`src/rtl/spi_write_router.sv`:
```
// Purpose : buffers APB-side {addr,data} writes in a DEPTH-entry FIFO and hands each
//           data byte to the SPI channel chosen by the top address bits (four-phase valid/ack).
// Latency : push at edge t -> pop at t+1 -> ch_valid visible after t+1; rd_data is 1 cycle.
// Backpr. : wr_ready drops when the FIFO holds DEPTH entries; a rejected write pulses overflow.
//
// Ports   : clk, rst_n (async, active low)
//           wr_valid/wr_ready/wr_addr/wr_data  write request side, overflow pulse, fifo_count
//           ch_valid[NUM_CH] (one-hot), ch_data (shared), ch_ack[NUM_CH]  SPI channel side
//           rd_en/rd_in -> rd_data            registered read-return
// Option  : define SPI_ROUTER_DEDUP_EN to drop an accepted write identical to the last stored pair.

module spi_write_router #(
   parameter int ADDR_W = 8,
   parameter int DATA_W = 8,
   parameter int DEPTH  = 16,
   parameter int NUM_CH = 4
) (
   input  logic                       clk,
   input  logic                       rst_n,
   input  logic                       wr_valid,
   output logic                       wr_ready,
   input  logic [ADDR_W-1:0]          wr_addr,
   input  logic [DATA_W-1:0]          wr_data,
   output logic                       overflow,
   output logic [$clog2(DEPTH):0]     fifo_count,
   output logic [NUM_CH-1:0]          ch_valid,
   output logic [DATA_W-1:0]          ch_data,
   input  logic [NUM_CH-1:0]          ch_ack,
   input  logic                       rd_en,
   input  logic [DATA_W-1:0]          rd_in,
   output logic [DATA_W-1:0]          rd_data
);

   localparam int CH_W   = $clog2(NUM_CH);
   localparam int PTR_W  = $clog2(DEPTH);
   localparam int CNT_W  = PTR_W + 1;
   localparam int PAIR_W = ADDR_W + DATA_W;

   typedef enum logic [1:0] {
      S_IDLE    = 2'd0,
      S_DRIVE   = 2'd1,
      S_RELEASE = 2'd2
   } state_t;

   state_t              state_q, state_d;

   // FIFO storage holds the full {addr, data} pair; it is deliberately not reset.
   logic [PAIR_W-1:0]   mem [DEPTH];
   logic [PTR_W-1:0]    wr_ptr, rd_ptr;
   logic [CNT_W-1:0]    count_q;
   logic [CH_W-1:0]     sel_q;
   logic [CH_W-1:0]     head_sel;
   logic [DATA_W-1:0]   head_data;
   logic                accept;
   logic                push;
   logic                pop;

   assign wr_ready   = (count_q < CNT_W'(DEPTH));
   assign accept     = wr_valid && wr_ready;
   assign fifo_count = count_q;

   // Head-of-queue decode: the top CH_W address bits split the space into equal regions.
   assign head_sel  = mem[rd_ptr][PAIR_W-1 -: CH_W];
   assign head_data = mem[rd_ptr][DATA_W-1:0];

   // The FSM only takes a new entry while idle; the count is checked before any same-cycle push.
   assign pop = (state_q == S_IDLE) && (count_q != '0);

`ifdef SPI_ROUTER_DEDUP_EN
   logic                last_vld;
   logic [PAIR_W-1:0]   last_pair;
   logic                dup;

   // A duplicate is still handshaken (accepted) but never enters the FIFO.
   assign dup  = last_vld && (last_pair == {wr_addr, wr_data});
   assign push = accept && !dup;

   always_ff @(posedge clk or negedge rst_n) begin
      if (!rst_n) begin
         last_vld  <= 1'b0;
         last_pair <= '0;
      end else if (push) begin
         last_vld  <= 1'b1;
         last_pair <= {wr_addr, wr_data};
      end
   end
`else
   assign push = accept;
`endif

   always_ff @(posedge clk) begin
      if (push) begin
         mem[wr_ptr] <= {wr_addr, wr_data};
      end
   end

   always_ff @(posedge clk or negedge rst_n) begin
      if (!rst_n) begin
         wr_ptr  <= '0;
         rd_ptr  <= '0;
         count_q <= '0;
      end else begin
         if (push) begin
            wr_ptr <= wr_ptr + PTR_W'(1);
         end
         if (pop) begin
            rd_ptr <= rd_ptr + PTR_W'(1);
         end
         unique case ({push, pop})
            2'b10:   count_q <= count_q + CNT_W'(1);
            2'b01:   count_q <= count_q - CNT_W'(1);
            default: count_q <= count_q;
         endcase
      end
   end

   // Dispatch FSM state register plus the channel select / data captured at pop time.
   always_ff @(posedge clk or negedge rst_n) begin
      if (!rst_n) begin
         state_q <= S_IDLE;
         sel_q   <= '0;
         ch_data <= '0;
      end else begin
         state_q <= state_d;
         if (pop) begin
            sel_q   <= head_sel;
            ch_data <= head_data;
         end
      end
   end

   // Only the selected channel's ack is ever looked at; ch_valid is decoded from state so
   // an asynchronous reset removes it immediately.
   always_comb begin
      state_d  = state_q;
      ch_valid = '0;
      unique case (state_q)
         S_IDLE: begin
            if (pop) begin
               state_d = S_DRIVE;
            end
         end
         S_DRIVE: begin
            ch_valid[sel_q] = 1'b1;
            if (ch_ack[sel_q]) begin
               state_d = S_RELEASE;
            end
         end
         S_RELEASE: begin
            if (!ch_ack[sel_q]) begin
               state_d = S_IDLE;
            end
         end
         default: begin
            state_d = S_IDLE;
         end
      endcase
   end

   always_ff @(posedge clk or negedge rst_n) begin
      if (!rst_n) begin
         overflow <= 1'b0;
         rd_data  <= '0;
      end else begin
         overflow <= wr_valid && !wr_ready;
         rd_data  <= rd_en ? rd_in : '0;
      end
   end

endmodule
```
`config.mk`:
```
export PLATFORM = sky130hd
export DESIGN_NAME = spi_write_router
export DESIGN_NICKNAME = d
export VERILOG_FILES = /design/src/rtl/spi_write_router.sv
export SDC_FILE = /design/constraint.sdc
export NUM_CORES = 1
export LEC_CHECK = 0
export BUFFER_PORTS_ARGS = -buffer_cell sky130_fd_sc_hd__buf_4
export CORE_MARGIN = 10
export CORE_UTILIZATION = 49
export DETAILED_ROUTE_END_ITERATION = 6
export PLACE_DENSITY_LB_ADDON = 0.08
export SLEW_MARGIN = 20
export SYNTH_ARGS = -nofsm -noshare
export SYNTH_HDL_FRONTEND = slang
export SYNTH_SLANG_ARGS = --single-unit
```
`constraint.sdc`:
```
create_clock -name clk -period 5.5 [get_ports clk]
set_input_delay 0.275 -clock clk [delete_from_list [all_inputs] [get_ports clk]]
set_output_delay 0.275 -clock clk [all_outputs]
set_load 0.1 [all_outputs]
```
## Word level (Yosys, flattened, before mapping)

Memories as Yosys holds them, arrays and structs flattened. A register that Yosys moved wholly into a read port is not among the register bits.
Cells that the tools add are included.
W data, S select, Z words.

| operators by class | value |
|---|---|
| $add $sub $neg | 4 |
| order comparisons | 3 |
| equality and inequality tests | 7 |
| muxes and demuxes | 13 |
| reductions and logical operators | 10 |

Operators by type and width:

| operator | number |
|---|---|
| $pmux W5 S2 | 1 |
| $add A4 B1 Y4 const B | 2 |
| $mux W8 | 1 |
| $mux W2 | 3 |
| $ne A2 B2 Y1 const B | 3 |
| $pmux W2 S3 | 1 |
| $add A5 B1 Y5 const B | 1 |
| $lt A5 B5 Y1 const B | 1 |
| $reduce_bool A5 Y1 | 1 |
| $sub A5 B1 Y5 const B | 1 |
| $eq A2 B1 Y1 const B | 2 |
| $eq A2 B2 Y1 const B | 2 |
| $logic_and A1 B1 Y1 | 4 |
| $mux W1 | 4 |
| $mux W4 | 1 |
| $lt A2 B3 Y1 const B | 1 |
| $reduce_and A3 Y1 | 1 |
| $bmux W1 S2 | 1 |
| $demux W1 S2 | 1 |
| $ge A2 B1 Y1 const B | 1 |
| $logic_not A1 Y1 | 2 |
| $logic_not A2 Y1 | 1 |
| $reduce_bool A2 Y1 | 1 |

| storage, ports and cells | value |
|---|---|
| register bits | 24 |
| RAM bits | 256 |
| output and inout bits | 27 |
| word-level logic and storage cells | 44 |
| memories | 1 |

Memory list:

| name | words | bits a word | read ports | clocked after Yosys merged registers in | wr ports | RTL line | source |
|---|---|---|---|---|---|---|---|
| mem | 16 | 16 | 1 | 1 | 1 | 48 | `logic [PAIR_W-1:0] mem [DEPTH];` |

## Depth between registers and ports, before layout

| logic depth | value |
|---|---|
| depth after elaboration | 5 |
| depth in mapped cells | 11 |
| gate-level depth less buffers | 10 |

## Worst setup path before layout

No wires, ideal clock.

| path | value |
|---|---|
| kind | flip-flop to flip-flop |
| from | reg count_q[1] (netlist: fifo_count[1]) |
| to | reg count_q[4] (netlist: fifo_count[4]) |
| arrival | 3,348 ps |
| data required time | 5,340 ps |
| slack | 1,992 ps |
| stages on the path, launching flop included | 12 |
| period minus slack after synthesis | 3,508 ps |
| path through | dfrtp_1 > nor3_1 > a211oi_2 > buf_4 > ha_1 > inv_1 > fa_1 > nor2b_1 > o21ai_0 > nand3_1 > or3b_2 > xnor2_1 |

| between the ends | value |
|---|---|
| longest elaborated chain between the ends | 4 |
| elaborated cells on any way between the ends | 10 |
| classes of those cells | 2 x add/sub; 1 x order compare; 2 x eq/ne; 1 x mux; 4 x reduce/logical |

RTL lines:

| item | RTL line | source |
|---|---|---|
| start: declaration | 50 | `logic [CNT_W-1:0] count_q;` |
| start signal: assignment | 110 | `2'b10: count_q <= count_q + CNT_W'(1);` |
| start signal: assignment | 111 | `2'b01: count_q <= count_q - CNT_W'(1);` |
| start signal: assignment | 112 | `default: count_q <= count_q;` |
| $reduce_bool A5 Y1 (*) | 67 | `assign pop = (state_q == S_IDLE) && (count_q != '0);` |
| $logic_and A1 B1 Y1 (*) | 67 |  |
| via pop | 56 | `logic pop;` |
| $eq A2 B1 Y1 or $eq A2 B2 Y1 (tied branches) | 109 | `unique case ({push, pop})` |
| $pmux W5 S2 or $reduce_bool A2 Y1 (tied branches) | - |  |

The timed path passes the listed nets; every way through them passes the cells marked *.
A chain may end at the register's enable or synchronous reset.

## Worst setup path after layout

| path | value |
|---|---|
| from | reg count_q[0] (netlist: fifo_count[0]) |
| to | reg count_q[4] (netlist: fifo_count[4]) |

| between the ends | value |
|---|---|
| longest elaborated chain between the ends | 4 |
| elaborated cells on any way between the ends | 10 |
| classes of those cells | 2 x add/sub; 1 x order compare; 2 x eq/ne; 1 x mux; 4 x reduce/logical |

RTL lines:

| item | RTL line |
|---|---|
| $lt A5 B5 Y1 or $reduce_bool A5 Y1 (tied branches) | 58, 67 |
| $logic_and A1 B1 Y1, on equally long branches | 59, 67 |
| $eq A2 B1 Y1 or $eq A2 B2 Y1 (tied branches) | 109 |
| $pmux W5 S2 or $reduce_bool A2 Y1 (tied branches) | - |

Several ways; a longest one is shown, not always the timed one.

==> impl_metrics.tcl <==
set metrics [dict create \
    tightest_slew_ns 1.099 \
    gr-usage-met1_pct 18.95 \
    vias_per_cell 5.473 \
    antenna_left 0 \
    fmax_ghz 0.3386 \
    ios 59 \
    synth_edf_count 160 \
    synth_top_family_by_area "multiplexers" \
    worstSetupStartpointType "flip-flop" \
    cp.arrival_ns 3.26 \
    clk_pin_slew_worst_paths_ns 0.07 \
    avgRoutedWirePerCell_um 22.22 \
    cts_max_level 4 \
    rsz0062_at_grt "false" \
    period_share_pct 53.70 \
    syn_avg_cell_area_um2 19.61 \
    p_total_mw 4.921 \
    muxShareOfSynthArea_pct 14.62 \
    syn_inst 391 \
    synth_ff_type "edfxtp_1" \
    setup_ws_ns 2.546 \
    die-area_um2 21050 \
    maxCapViolCount 0 \
    groute.usage.overall_pct 14.64 \
    layout-drive-gt1-share_pct 28.66 \
    drc 0 \
    root_buffer "clkbuf_16" \
    yosysSeqAreaShare_pct 73.77 \
    critPathMaxFanout 26 \
    grt_util_met2_pct 23.88 \
    synth-adder-area-share_pct 1.730 \
    cp.required_ns 5.81 \
    synthXorXnorAreaFrac_pct 1.142 \
    synth_warnings 0 \
    grt_max_degree 42 \
    path_common_cell "ha_1" \
    clock_latency_ns 0.42 \
    die_y_um 145.1 \
    core-area_um2 15260 \
    final_cell_mix "edfxtp_1 (160), buf_4 (59), dfrtp_1 (33)" \
    crit_path_end_kind "flip-flop" \
    layout_min_cycle_time_ns 2.954 \
    start_util_pct 50.24 \
    synth_compound_area_share_pct 3.101 \
    ys_seq_elements 194 \
    grt_overflow_total 0 \
    numClockSinks 194 \
    met3_usage_pct 3.291 \
    fin_setup_tns_ns 0 \
    ys_top_cells_by_area "edfxtp_1 (63%), dfrtp_1 (11%), mux4_2 (7.1%)" \
    antenna_found_initial 0 \
    leakage_nw 3.091 \
    grt_pass1_wl_um 23630 \
    path_cells "nor3_1 > a211oi_4 > buf_4 > ha_1 > ha_1 > nor2b_1 > o21ai_0 > a21oi_1 > or3b_2 > xnor2_1" \
    synth-simple-area-share_pct 3.738 \
    crit_slowest_cell "or3b_2" \
    hold_violations 0 \
    skew_ns 0.008102 \
    slew_violations 0 \
    cts_buffers 17 \
    netlist_area_um2 7666 \
    synth_largest_area_cell "edfxtp_1" \
    relSlewSlack_pct 26.45 \
    dpl_worst_slack_ns 2.508 \
    area_growth_pct 15.75 \
    grt.busiest_layer "met2" \
    hpwl_um 9210 \
    synth_cell_types 35 \
    cellPowerDensity_nw_per_um2 554.5 \
    gp_congestion 0.7445 \
    cts.path.max_buffers 2 \
    fin_area_um2 8874 \
    ys_async_sr_fraction_pct 17.53 \
    fp-row-count 45 \
    hold_path_class "in2reg" \
    fin_util_pct 58.16 \
    layout.nets 494 \
    cts_tree "done" \
    portBuffers 52 \
    dpl_cell_area_um2 8269 \
    routed_wl_um 15000 \
    vdd_ir_drop_max_mv 0.3295 \
    outcome "finished, final reports clean" \
    synth_top_area_share_pct 62.67 \
    antennaDiodeCount 0 \
    worstSetupPathType "reg2reg" \
    postCtsResizedCells 0 \
    final_common_cell "edfxtp_1" \
    slowest_delay_ns 0.45 \
    grt_pass1_vias 3958 \
    setup_viol 0 \
    via_count 3694 \
    syn-num-nets 433 \
    drt_iter0_drc 245 \
    dieWidth_um 145.1 \
    dr.pass1.iters 4 \
]
## per-layer routing
metal	part of all wire [%]	vias to the layer above
li1	-	1683
met5	0	-
met2	50	93
met4	1.3	0
met1	45	1902
met3	4.1	16
## cells in the mapped netlist, types with 2 or more instances
cell type,count
nor3_1,5
ha_1,9
buf_2,5
dfrtp_1,34
o22ai_1,20
a21oi_1,12
xor2_1,3
nor2b_1,4
edfxtp_1,160
nand2_1,13
buf_6,4
inv_1,8
o21ai_0,5
mux4_2,24
nor2_1,16
clkbuf_1,5
nand2b_1,3
buf_4,3
nand4_1,2
mux2_2,11
and2_1,9
xnor2_1,7
mux4_1,17
## flip-flops by register name (all words and copies together), names as in the netlist
signal,count
mem,160
ch_data,8
rd_data,8
fifo_count,5
rd_ptr,4
wr_ptr,4
sel_q,2
state_q,2
overflow,1
## power breakdown
| group | total [mW] | switching, mW | internal [mW] |
|---|---|---|---|
| combinational | 1.76 | 1.10 | 0.655 |
| sequential | 1.95 | 0.180 | 1.77 |
| clock | 1.21 | 0.504 | 0.706 |
| total | 4.92 | 1.79 | 3.13 |
## cells by family after synthesis
logic type      Yosys count
mux                      53
compound gates           40
simple gates             58
buf+inv                  26
fa+ha+maj                10
xor+xnor                 10
flops                   194
## per-stage QoR
step | hold WS [ns] | instances
4_1_cts | 0.05319 | 675
5_1_grt | 0.05283 | 675
3_3_place_gp | 0.2598 | 643
3_5_place_dp | 0.2630 | 643
2_1_floorplan | -0.02059 | 391
6_report | 0.06811 | 675
## what timing repair did
action                                  4_1_cts  5_1_grt
endpoints found under the hold margin        34        0
setup buffers                                 0        0
hold buffers                                  1        0
endpoints found under the setup margin        0        0
## worst paths after layout
path	startpoint	endpoint	slack, ns	depth (start not counted)
max in group asynchronous	rst_n	rd_ptr[0]	4.82	2
min in group asynchronous	rst_n	fifo_count[4]	0.35	2
hold reg to reg	state_q[1]	state_q[0]	0.53	1
setup / recovery	fifo_count[0]	fifo_count[4]	2.55	10
hold / removal	rd_in[0]	rd_data[0]	0.07	2
setup reg to reg	fifo_count[0]	fifo_count[4]	2.55	10
## critical path: cells and delay by family, from the launching register on
kind	cells	cell delay, ns
compound gates	3	0.41
xor+xnor	1	0.13
fa+ha+maj	2	0.60
buf+inv	1	0.24
flops	1	0.43
simple gates	3	1.02
## layout make-up
| class | count | area (µm²) |
|---|---|---|
| well taps | 211 | 264.0 |
| clock buffers | 19 | 432.9 |
| clock inverters | 12 | 141.4 |
| fillers | 1134 | 6385 |
| repair buffers | 60 | 452.9 |
| inverters | 8 | 30.03 |
| multi-input cells | 171 | 1896 |
| flip-flops and latches | 194 | 5657 |
Power figures use the tool's default switching activity.
